[src/rtl/pipe_pkg.sv]
// Shared constants and helpers for the elastic register chain.
package pipe_pkg;

  localparam int DEFAULT_RESET_VAL = 0;

  // Bits needed to hold a count of 0..n inclusive.
  function automatic int clog2p1(input int n);
    return (n < 1) ? 1 : $clog2(n + 1);
  endfunction

endpackage

[src/rtl/pipe_reg_stage.sv]
// One chain stage: valid bit plus data register with load/clear and sync reset.
module pipe_reg_stage #(
  parameter int               WIDTH     = 8,
  parameter logic [WIDTH-1:0] RESET_VAL = '0
) (
  input  logic             clk,
  input  logic             rst,
  input  logic             load,
  input  logic             clear,
  input  logic [WIDTH-1:0] nxt,
  output logic             v,
  output logic [WIDTH-1:0] d
);

  // A load always wins over clear: an advancing stage that is refilled stays valid.
  always_ff @(posedge clk) begin
    if (rst) begin
      v <= 1'b0;
      d <= RESET_VAL;
    end else if (load) begin
      v <= 1'b1;
      d <= nxt;
    end else if (clear) begin
      v <= 1'b0;
    end
  end

endmodule

[src/rtl/pipe_reg_chain.sv]
// Elastic DEPTH-stage register chain with valid/ready on both ends,
// bubble collapsing, flush and an occupancy count.
module pipe_reg_chain
  import pipe_pkg::*;
#(
  parameter int               WIDTH     = 8,
  parameter int               DEPTH     = 4,
  parameter logic [WIDTH-1:0] RESET_VAL = WIDTH'(DEFAULT_RESET_VAL)
) (
  input  logic                        clk,
  input  logic                        rst,
  input  logic                        flush,
  input  logic                        in_valid,
  output logic                        in_ready,
  input  logic [WIDTH-1:0]            in_data,
  output logic                        out_valid,
  input  logic                        out_ready,
  output logic [WIDTH-1:0]            out_data,
  output logic [clog2p1(DEPTH)-1:0]   count
);

  localparam int CW = clog2p1(DEPTH);

  logic [DEPTH-1:0]            v;
  logic [DEPTH-1:0]            adv;
  logic [DEPTH-1:0]            load;
  logic [DEPTH-1:0]            clear;
  logic [DEPTH-1:0][WIDTH-1:0] d;
  logic [DEPTH-1:0][WIDTH-1:0] nxt;
  logic                        accept;

  // Advance terms ripple back from the output so a word moves into any
  // stage that is empty or being vacated in the same cycle.
  always_comb begin
    adv = '0;
    adv[DEPTH-1] = v[DEPTH-1] & out_ready;
    for (int i = DEPTH - 2; i >= 0; i--)
      adv[i] = v[i] & (~v[i+1] | adv[i+1]);
  end

  assign in_ready = ~flush & (~v[0] | adv[0]);
  assign accept   = in_valid & in_ready;

  // Flush blocks every load so data registers keep their contents.
  always_comb begin
    load  = '0;
    clear = '0;
    for (int i = 0; i < DEPTH; i++) begin
      load[i]  = (i == 0) ? accept : (~flush & adv[i-1]);
      clear[i] = flush | adv[i];
    end
  end

  for (genvar i = 0; i < DEPTH; i++) begin : g_stage
    if (i == 0) begin : g_head
      assign nxt[i] = in_data;
    end else begin : g_body
      assign nxt[i] = d[i-1];
    end

    pipe_reg_stage #(
      .WIDTH     (WIDTH),
      .RESET_VAL (RESET_VAL)
    ) u_stage (
      .clk   (clk),
      .rst   (rst),
      .load  (load[i]),
      .clear (clear[i]),
      .nxt   (nxt[i]),
      .v     (v[i]),
      .d     (d[i])
    );
  end

  always_comb begin
    count = '0;
    for (int i = 0; i < DEPTH; i++)
      count = count + CW'(v[i]);
  end

  assign out_valid = v[DEPTH-1];
  assign out_data  = d[DEPTH-1];

endmodule

[config.mk]
export PLATFORM = sky130hd
export DESIGN_NAME = pipe_reg_chain
export DESIGN_NICKNAME = d
export VERILOG_FILES = /design/src/rtl/pipe_pkg.sv /design/src/rtl/pipe_reg_stage.sv /design/src/rtl/pipe_reg_chain.sv
export SDC_FILE = /design/constraint.sdc
export NUM_CORES = 1
export LEC_CHECK = 0
export BUFFER_PORTS_ARGS = -buffer_cell sky130_fd_sc_hd__buf_4
export CELL_PAD_IN_SITES_DETAIL_PLACEMENT = 1
export CELL_PAD_IN_SITES_GLOBAL_PLACEMENT = 2
export CORE_ASPECT_RATIO = 1.5
export CORE_MARGIN = 3
export CORE_UTILIZATION = 30
export DETAILED_ROUTE_END_ITERATION = 7
export GPL_ROUTABILITY_DRIVEN = 0
export GPL_TIMING_DRIVEN = 0
export PLACE_DENSITY_LB_ADDON = 0.1
export SLEW_MARGIN = 20
export SYNTH_ARGS = -nofsm -noshare
export SYNTH_HDL_FRONTEND = slang
export SYNTH_SLANG_ARGS = --single-unit
[constraint.sdc]
create_clock -name clk -period 2.35 [get_ports clk]
set_input_delay 0.47 -clock clk [delete_from_list [all_inputs] [get_ports clk]]
set_output_delay 0.47 -clock clk [all_outputs]
set_load 0.01 [all_outputs]
======== Yosys cells after proc, flatten, opt, wreduce, memory -nomap -nowiden ========
Index checks and enable logic that the tools add are counted.
cells by class
  bitwise operators ....................... 22
  reduce and logical (&&, ||, !) cells .... 4
  multiplexer cells ....................... 8
  add/subtract/negate cells ............... 3
operators with widths
  operator                                count
  1-bit bitwise AND                       9
  1-bit two-way mux                       8
  1-bit OR                                8
  2-bit nonzero test                      4
  1-bit NOT                               5
  2-bit by 1-bit adder with 3-bit output  1
  3-bit by 1-bit adder with 3-bit output  1
  1-bit by 1-bit adder with 2-bit output  1
word-level totals
  bits in registers ....................... 36
  output and inout bits ................... 13
  input port bits ......................... 13
  word-level logic and storage cells ...... 45

======== Longest topological paths before layout ========
Gate-level depths: netlist (run 1).
  depth after elaboration ................. 11
  depth in mapped cells ................... 5
  gate-level depth less buffers ........... 3

======== Cells and area by module ========
Synthesis (run 1) repeated with hierarchy kept, for this count alone.
second synthesis, totals
  cell total of the unflattened synthesis .. 138
  area total of the unflattened synthesis .. 1437.6 sq um
by module, submodules not included
  module          cells each  area an instance (sq um)  seq. area each (sq um)  instances
  pipe_reg_stage  30          321.6                     180.2                   4
  pipe_reg_chain  18          151.4                     0.0                     1

======== Worst setup path after synthesis (run 1) ========
OpenSTA, ideal clock, no wires.
  path kind ............................... reg2out
  from .................................... register g_stage[0].u_stage.v
  to ...................................... output port count[1]
  cell stages (with the launch flop) ...... 4
  required time ........................... 1880 ps
  setup slack ............................. 504 ps
  arrival time ............................ 1376 ps
  cell sequence ........................... dfxtp_1 ha_1 fa_1 ha_1
on the way
  longest elaborated chain between the ends .. 3
RTL lines
  element                                 RTL line              source
  start, declared                         pipe_reg_stage.sv:11  output logic v,
  start signal, assigned                  pipe_reg_stage.sv:18  v <= 1'b0;
  start signal, assigned                  pipe_reg_stage.sv:21  v <= 1'b1;
  start signal, assigned                  pipe_reg_stage.sv:24  v <= 1'b0;
  1-bit by 1-bit adder with 2-bit output  pipe_reg_chain.sv:78  count = count + CW'(v[i]);
  2-bit by 1-bit adder with 3-bit output  pipe_reg_chain.sv:78
  3-bit by 1-bit adder with 3-bit output  pipe_reg_chain.sv:78
  end, declared                           pipe_reg_chain.sv:19  output logic [clog2p1(DEPTH)-1:0] count
Every way passes these cells.

======== Worst setup path in the final report (run 1) ========
  from .................................... register g_stage[1].u_stage.v
  to ...................................... output port count[1]
on the way
  longest elaborated chain between the ends .. 3
RTL lines
  element                                 RTL line
  start, declared                         pipe_reg_stage.sv:11
  start signal, assigned                  pipe_reg_stage.sv:18
  start signal, assigned                  pipe_reg_stage.sv:21
  start signal, assigned                  pipe_reg_stage.sv:24
  1-bit by 1-bit adder with 2-bit output  pipe_reg_chain.sv:78
  2-bit by 1-bit adder with 3-bit output  pipe_reg_chain.sv:78
  3-bit by 1-bit adder with 3-bit output  pipe_reg_chain.sv:78
Every way passes these cells.

==> flow_summary.yaml, run 1 <==
critical_path:
  worst_ep_arrival_time_ps: 1780
  worstPathCellList: "ha_1 > fa_1 > ha_1 > buf_4"
  slowest_delay_ps: 420
  slowest_stage: "dfxtp_1"
  critical_path.max_fanout: 6
  criticalPathCategory: "reg -> out"
  cp_startpoint_kind: "flop"
  rr_worst_depth: 4
  required_ps: 1880
  worst_setup_path_end_kind: "primary output"
  critPathMostFrequentCell: "ha_1"
grt:
  grt_max_degree: 12
  grt_pass1_wl_um: 6380
  groute.usage.overall_pct: 13.1
  initial_antenna_violation_count: 0
  overflow_left_after_global_routing: 0
  grt_pass1_vias: 1426
route:
  route.detailed.drc: 0
  detail_route.iter0.violations: 36
  final_antenna_net_count: 0
  via_count: 1286
  route.detailed.wl_per_inst_um: 12.7
  firstDrtPassIters: 4
  via_density_per_instance: 4.68
  wirelength_um: 3480
clock_network:
  holdBufCountCts: 0
  insertion_delay_ps: 280
  htreeDepth: 2
  clockRootBuffer: "clkbuf_8"
  cts.repair.resized: 1
  cts_num_sinks: 36
  cts_buffers: 5
  tritoncts_clock_tree: "built"
  worst_case_clock_buffer_depth: 2
  clkSlewWorstSetupHoldPaths_ps: 70
  cts.repair_timing.setup_buffer_count: 0
synthesis:
  synth_cells: 177
  top_cell_type_by_total_area_after_synthesis: "dfxtp_1"
  post_synth_num_cell_types: 23
  synth_area_leaders: "dfxtp_1 46%, nand2b_1 8.3%, a21oi_1 8.2%"
  synth-seq-area-share_pct: 45.6
  synthesis.yosys.warnings: 0
  syn_nets: 193
  syn-cell-area_sq_um: 1580
  yosysMostFrequentCell: "dfxtp_1"
  synth.ff_latch_count: 36
  yosys_top_cell_area_share_pct: 45.6
  synth.top_cells.by_count: "36 x dfxtp_1, 26 x a21oi_1, 24 x nand3_1, 21 x nand2b_1, 17 x o21ai_0"
  synth_area_per_cell_sq_um: 8.94
  postSynth.asyncResetShare_pct: 0
  synth_top_flop_cell: "dfxtp_1"
  synth_edf_count: 0
placement:
  portBuffers: 24
  detailed_place_hpwl_um: 2830
status:
  outcome: "finished clean"
sta:
  post_route_fraction_of_the_period_consumed_by_the_critical_path_pct: 95.8
  tightestPinTransition_ps: 507
  fin_worst_hold_slack_ps: 456
  finClkSkew_ps: 3.37
  tns_ps: 0
  worst_slew_margin_relative_to_its_limit_pct: 66.2
  timing.final.crit_period_ps: 2250
  max_freq_mhz: 444
  rsz_0062_raised_after_global_routing: "false"
  final_count_of_hold_timing_violations: 0
  timing.final.setup_violations: 0
  final-max-slew-violation-count: 0
cells_and_area:
  count_of_filler_cells_inserted_in_the_layout: 621
  seq_area_sq_um: 722
  drive_gt1_share_pct: 22.0
  syn_to_final_growth_pct: 23.5
  num_antenna_cells: 0
  layout.nets: 224
  multi_input_area_sq_um: 738
job:
  cap_violations: 0
die:
  fp-row-count: 31
  fp.coreArea_sq_um: 4960
  io_pins: 26
  chipHeight_um: 94.9
  dieWidth_um: 65.3
  initial_standard_cell_utilization_of_the_core_pct: 31.9
  die_area_sq_um: 6200
power:
  power_per_cell_area_nw_per_um2: 620
  totalPowerFinal_mw: 1.21
  leakagePower_nw: 0.730
  peakVddDrop_uv: 336
hold_path:
  hold_depth: 3
  worst_hold_path_type: "in -> reg"
## worst paths after layout
kind,start,endpoint,slack [ps]
min,in_data[0],g_stage[0].u_stage.d[0]$_SDFFE_PP0P_,460
max,g_stage[1].u_stage.v$_SDFFE_PP0P_,count[1],100
min reg2reg,g_stage[1].u_stage.d[1]$_SDFFE_PP0P_,g_stage[2].u_stage.d[1]$_SDFFE_PP0P_,460
max reg2reg,g_stage[2].u_stage.v$_SDFFE_PP0P_,g_stage[0].u_stage.d[5]$_SDFFE_PP0P_,1010
## where the power goes
group	switching, mW	internal [mW]
sequential	0.00627	0.619
combinational	0.0330	0.0344
clock	0.203	0.314
total	0.243	0.968
## logic make-up (layout without fill, tap and decap cells)
| group | count (synthesis) | after routing | share of synthesized area (%) |
|---|---|---|---|
| mux | 8 | 8 | 5.06 |
| flops | 36 | 36 | 45.6 |
| compound gates | 54 | 54 | 18.3 |
| simple gates | 55 | 55 | 20.5 |
| buf+inv | 21 | 53 | 7.75 |
| fa+ha+maj | 3 | 3 | 2.85 |
## critical path: cells and delay by family, from the launching register on
kind	cells	cell delay (ps)
adders and majority gates	3	930
DFF	1	420
buffers and inverters	1	140
## registers in the layout, indices dropped and copies added (netlist names)
register	count
g_stage.u_stage.d	32
g_stage.u_stage.v	4
## layout by cell type, fill, tap and decap left out, drive strengths merged, types with 2 or more instances in the layout
| master | instances |
|---|---|
| a21oi | 27 |
| buf | 37 |
| clkbuf | 14 |
| dfxtp | 36 |
| ha | 2 |
| mux2i | 8 |
| nand2b | 21 |
| nand3 | 24 |
| nor2b | 4 |
| o21a | 3 |
| o21ai | 24 |
## routing by layer
metal / part of all wire (%) / vias to the layer above / track usage (%)
li1: - / 671 / -
met5: 0 / - / 0
met2: 58 / 23 / 25.6
met1: 37 / 585 / 13.3
met3: 3.5 / 7 / 2.86
met4: 1.7 / 0 / 4.67
## per-stage QoR
step | utilization, % | worst slack, ps | instance area (sq um) | instances
floorplan | - | 504 | 1580 | 177
global placement | 37.1 | 350 | 1840 | 267
detailed placement | 37.1 | 320 | 1840 | 267
CTS | 39.3 | 79.4 | 1950 | 275
global route | 39.3 | 0.264 | 1950 | 275
finish | 39.3 | 99.1 | 1950 | 275
## area by class of cell
type | instances | area share (%)
Buffer | 21 | 6.28
Clock buffer | 6 | 3.72
Clock inverter | 2 | 1.79
Multi-Input combinational cell | 120 | 37.8
Sequential cell | 36 | 37.0
Tap cell | 66 | 4.23
Timing Repair Buffer | 24 | 9.22
No activity file was read; power rests on OpenSTA's default activity.
==> run 2, diff against run 1 <==
Settings changed: ABC_AREA set to 1.
==> flow_summary.yaml, run 2 <==
sta:
  fin_worst_hold_slack_ps: 486
  final-max-slew-violation-count: 0
  post_route_fraction_of_the_period_consumed_by_the_critical_path_pct: 93.3
  worst_slew_margin_relative_to_its_limit_pct: 72.5
  timing.final.crit_period_ps: 2190
  finClkSkew_ps: 5.50
  tns_ps: 0
  tightestPinTransition_ps: 413
  rsz_0062_raised_after_global_routing: "false"
  final_count_of_hold_timing_violations: 0
  final_critical_path_setup_slack_ps: 157
  max_freq_mhz: 456
  timing.final.setup_violations: 0
synthesis:
  syn-cell-area_sq_um: 1530
  synth_fa_ha_area_share_pct: 2.95
  synth.area.mux_share_pct: 0
  synth_cells: 207
  yosysMostFrequentCell: "nor2_1"
  synth_edf_count: 0
  yosys_top_cell_area_share_pct: 47.2
  postSynth.asyncResetShare_pct: 0
  synth_area_per_cell_sq_um: 7.38
  synth-seq-area-share_pct: 47.2
  synth.ff_latch_count: 36
  synth_top_family_by_area: "simple AND/OR/NAND/NOR gates"
  synth.top_cells.by_count: "63 x nor2_1, 36 x dfxtp_1, 28 x inv_1, 24 x o21ai_0, 19 x nand2_1"
  synth_simple_gate_area_share_pct: 27.9
  synth_area_leaders: "dfxtp_1 47%, nor2_1 15%, o21ai_0 7.9%"
  synthesis.yosys.warnings: 0
  synth_top_flop_cell: "dfxtp_1"
  synth_compound_gate_area_share_pct: 8.52
  top_cell_type_by_total_area_after_synthesis: "dfxtp_1"
  post_synth_num_cell_types: 20
  syn_nets: 223
  synth-xor-area-share_pct: 0
clock_network:
  holdBufCountCts: 0
  clockRootBuffer: "clkbuf_8"
  cts.repair_timing.setup_buffer_count: 0
  cts_buffers: 5
  cts.repair.resized: 0
  htreeDepth: 2
  cts_num_sinks: 36
  worst_case_clock_buffer_depth: 2
  insertion_delay_ps: 280
  clkSlewWorstSetupHoldPaths_ps: 70
  tritoncts_clock_tree: "built"
critical_path:
  worst_r2r_endpoint: "g_stage[2].u_stage.d[4]$_SDFFE_PP0P_"
  critPathMostFrequentCell: "ha_1"
  worst_setup_path_end_kind: "primary output"
  required_ps: 1880
  critical_path_buf_inv_count: 1
  slowest_stage: "fa_1"
  cp_startpoint_kind: "flop"
  critical_path.max_fanout: 3
  critical_path.reg2reg.startpoint: "g_stage[3].u_stage.v$_SDFFE_PP0P_"
  slowest_delay_ps: 370
  worst_ep_arrival_time_ps: 1720
  rr_worst_depth: 7
  criticalPathCategory: "reg -> out"
  setup.reg_to_reg.worst_slack_ps: 910
  worstPathCellList: "ha_1 > fa_1 > ha_1 > buf_4"
  cp_top_family: "adder cells"
cells_and_area:
  largestRegisters: "g_stage.u_stage.d x32, g_stage.u_stage.v x4"
  largest_register_ff_count: 32
  layout.cells.most_common_list: "63 x nor2_1, 36 x dfxtp_1, 32 x buf_4"
  num_antenna_cells: 0
  layout.nets: 254
  drive_gt1_share_pct: 20.5
  syn_to_final_growth_pct: 23.3
  layout_commonest_cell: "nor2_1"
  register_with_the_highest_flop_count: "g_stage.u_stage.d"
grt:
  grt_pass1_wl_um: 5920
  initial_antenna_violation_count: 0
  groute.usage.overall_pct: 12.5
  grt_pass1_vias: 1374
  overflow_left_after_global_routing: 0
  grt_max_degree: 12
hold_path:
  worstHoldStart: "g_stage[2].u_stage.d[2]$_SDFFE_PP0P_"
  timing.hold.worst_endpoint: "g_stage[2].u_stage.d[2]$_SDFFE_PP0P_"
  hold_depth: 2
  worst_hold_path_type: "reg -> reg"
placement:
  placement.setup.worst_slack_ps: 450
  detailed_place_hpwl_um: 2690
  portBuffers: 24
route:
  via_density_per_instance: 4.29
  via_count: 1307
  wirelength_um: 3310
  detail_route.iter0.violations: 27
  final_antenna_net_count: 0
  route.detailed.drc: 0
  route.detailed.wl_per_inst_um: 10.9
  firstDrtPassIters: 4
die:
  fp.coreArea_sq_um: 4890
  dieWidth_um: 64.3
  io_pins: 26
  chipHeight_um: 93.4
  fp-row-count: 31
  die_area_sq_um: 6000
  initial_standard_cell_utilization_of_the_core_pct: 31.3
job:
  cap_violations: 0
status:
  outcome: "finished clean"
power:
  leakagePower_nw: 0.932
  totalPowerFinal_mw: 1.18
  power_per_cell_area_nw_per_um2: 625
  peakVddDrop_uv: 297
-- run 2: layout make-up --
class | count | area (sq um)
inverters | 34 | 128
clock inverters | 2 | 10.0
repair buffers | 24 | 180
multi-input cells | 125 | 602
plain buffers | 12 | 77.6
well taps | 66 | 82.6
clock buffers | 6 | 82.6
fillers | 657 | 3000
flip-flops and latches | 36 | 721
-- run 2: worst max-delay path by stage --
stage	endpoint	start	slack (ps)	cells past startpoint
finish	count[1]	g_stage[0].u_stage.v$_SDFFE_PP0P_	160	4
global route	count[1]	g_stage[1].u_stage.v$_SDFFE_PP0P_	50	4
CTS	count[1]	g_stage[0].u_stage.v$_SDFFE_PP0P_	140	4
detailed placement	in_ready	out_ready	450	6
global placement	count[1]	g_stage[0].u_stage.v$_SDFFE_PP0P_	490	4
floorplan	count[1]	g_stage[0].u_stage.v$_SDFFE_PP0P_	600	3
-- run 2: kinds of logic after synthesis --
| group | count (synthesis) |
|---|---|
| AO/OA/AOI/OAI | 26 |
| adder cells (fa/ha/maj) | 3 |
| buffers and inverters | 46 |
| flip-flops | 36 |
| AND/OR/NAND/NOR | 96 |
-- run 2: per-stage QoR --
stage / util [%] / area [sq um] / cells
after floorplan: - / 1530 / 207
after global placement: 36.6 / 1790 / 297
after detailed placement: 36.6 / 1790 / 297
after CTS: 38.5 / 1880 / 305
after global routing: 38.5 / 1880 / 305
final: 38.5 / 1880 / 305
-- run 2: routing by layer --
layer	GRT usage [%]	part of all wire, %	up-vias
li1	-	-	689
met1	11.8	38	591
met2	25.1	56	22
met3	2.88	4.0	5
met4	4.76	1.7	0
met5	0	0	-
-- run 2: tightest hold or removal path: stages (launching register included) --
cell and delay, ps:
dfxtp_1 330, nor2_1 50, nor2_1 80
-- run 2: where the power goes --
| part | switching [mW] | total (mW) | internal (mW) |
|---|---|---|---|
| Combinational | 0.0542 | 0.0947 | 0.0405 |
| Sequential | 0.00888 | 0.636 | 0.628 |
| Clock | 0.213 | 0.447 | 0.234 |
| Total | 0.276 | 1.18 | 0.902 |
==> run 3, diff against run 2 <==
Settings changed: PLACE_DENSITY set to 0.81, PLACE_DENSITY_LB_ADDON 0.1 to unset.
==> flow_summary.yaml, run 3 (synthesized netlist as in run 2, its figures left out) <==
hold_path:
  worst_hold_path_type: "reg -> reg"
  hold_depth: 2
  timing.hold.worst_endpoint: "g_stage[1].u_stage.d[5]$_SDFFE_PP0P_"
  worstHoldStart: "g_stage[1].u_stage.d[5]$_SDFFE_PP0P_"
clock_network:
  cts.repair_timing.setup_buffer_count: 0
  cts.repair.resized: 0
  clkSlewWorstSetupHoldPaths_ps: 60
  cts_num_sinks: 36
  worst_case_clock_buffer_depth: 2
  tritoncts_clock_tree: "built"
  holdBufCountCts: 0
  insertion_delay_ps: 280
  cts_buffers: 5
  htreeDepth: 2
  clockRootBuffer: "clkbuf_8"
sta:
  rsz_0062_raised_after_global_routing: "false"
  worst_slew_margin_relative_to_its_limit_pct: 75.4
  tightestPinTransition_ps: 370
  timing.final.crit_period_ps: 2200
  final-max-slew-violation-count: 0
  post_route_fraction_of_the_period_consumed_by_the_critical_path_pct: 93.4
  final_critical_path_setup_slack_ps: 154
  max_freq_mhz: 455
  tns_ps: 0
  fin_worst_hold_slack_ps: 480
  final_count_of_hold_timing_violations: 0
  finClkSkew_ps: 1.95
  timing.final.setup_violations: 0
route:
  wirelength_um: 2910
  via_count: 1250
  final_antenna_net_count: 0
  firstDrtPassIters: 4
  route.detailed.wl_per_inst_um: 9.57
  route.detailed.drc: 0
  detail_route.iter0.violations: 22
  via_density_per_instance: 4.11
power:
  leakagePower_nw: 0.931
  power_per_cell_area_nw_per_um2: 629
  peakVddDrop_uv: 276
critical_path:
  rr_worst_depth: 7
  cp_startpoint_kind: "flop"
  required_ps: 1880
  worst_r2r_endpoint: "g_stage[2].u_stage.d[7]$_SDFFE_PP0P_"
  worst_ep_arrival_time_ps: 1730
  setup.reg_to_reg.worst_slack_ps: 960
  worst_setup_path_end_kind: "primary output"
  criticalPathCategory: "reg -> out"
  critical_path.reg2reg.startpoint: "g_stage[3].u_stage.v$_SDFFE_PP0P_"
  critical_path.max_fanout: 4
placement:
  placed_cells_incl_taps: 297
  placement.setup.worst_slack_ps: 448
  portBuffers: 24
  detailed_place_hpwl_um: 2300
status:
  outcome: "finished clean"
die:
  fp-row-count: 31
  initial_standard_cell_utilization_of_the_core_pct: 31.3
  die_area_sq_um: 6000
  dieWidth_um: 64.3
  io_pins: 26
  chipHeight_um: 93.4
  fp.coreArea_sq_um: 4890
grt:
  grt_pass1_wl_um: 5370
  groute.usage.overall_pct: 11.5
  grt_max_degree: 11
  grt_pass1_vias: 1254
  initial_antenna_violation_count: 0
  overflow_left_after_global_routing: 0
cells_and_area:
  multi_input_area_sq_um: 602
  layout_commonest_cell: "nor2_1"
  seq_area_sq_um: 721
  layout.cells.most_common_list: "63 x nor2_1, 36 x dfxtp_1, 32 x buf_4"
  final_core_utilization_pct: 38.6
  largestRegisters: "g_stage.u_stage.d x32, g_stage.u_stage.v x4"
  cell_count_final_fillers_out: 304
  drive_gt1_share_pct: 20.2
  largest_register_ff_count: 32
  syn_to_final_growth_pct: 23.5
  register_with_the_highest_flop_count: "g_stage.u_stage.d"
  count_of_filler_cells_inserted_in_the_layout: 648
  layout.nets: 254
  num_antenna_cells: 0
job:
  cap_violations: 0
-- run 3: cell types whose count changed in the layout (fill, tap and decap cells not counted) --
| cell | before | now |
|---|---|---|
| clkbuf_8 | 6 | 7 |
| clkinv_2 | 2 | 0 |
-- run 3: area by class of cell --
| class | instances | area share (%) |
|---|---|---|
| Multi-Input combinational cell | 125 | 31.9 |
| Inverter | 34 | 6.76 |
| Clock buffer | 7 | 5.11 |
| Sequential cell | 36 | 38.2 |
| Tap cell | 66 | 4.38 |
| Buffer | 12 | 4.11 |
| Timing Repair Buffer | 24 | 9.55 |
-- run 3: metrics by stage --
step	power, mW	instance area (sq um)
after floorplan	0.709	1530
after global placement	0.742	1790
after detailed placement	0.745	1790
after CTS	1.21	1890
after global routing	1.26	1890
final	1.19	1890
-- run 3: worst max-delay path, stage by stage (launching register included) --
cell	delay, ps
dfxtp_1	380
ha_1	270
fa_1	370
ha_1	280
buf_4	140
-- run 3: worst max path at each step --
stage | start | endpoint
2_1_floorplan | g_stage[0].u_stage.v$_SDFFE_PP0P_ | count[1]
3_5_place_dp | out_ready | in_ready
6_report | g_stage[1].u_stage.v$_SDFFE_PP0P_ | count[1]
3_3_place_gp | out_ready | in_ready
5_1_grt | g_stage[1].u_stage.v$_SDFFE_PP0P_ | count[1]
4_1_cts | g_stage[1].u_stage.v$_SDFFE_PP0P_ | count[1]
-- run 3: metal layers --
| metal | vias up | wire, um | track usage [%] |
|---|---|---|---|
| li1 | 690 | - | - |
| met1 | 531 | 1200 | 11.6 |
| met2 | 24 | 1540 | 20.9 |
| met3 | 5 | 108 | 3.25 |
| met4 | 0 | 53 | 6.35 |
| met5 | - | 0 | 0 |
-- run 3: report_power, final --
part	internal (mW)	switching, mW	total, mW	leakage [nW]
Clock	0.261	0.197	0.458	0.0503
Sequential	0.628	0.00803	0.636	0.293
Combinational	0.0404	0.0520	0.0923	0.588
Total	0.929	0.257	1.19	0.931
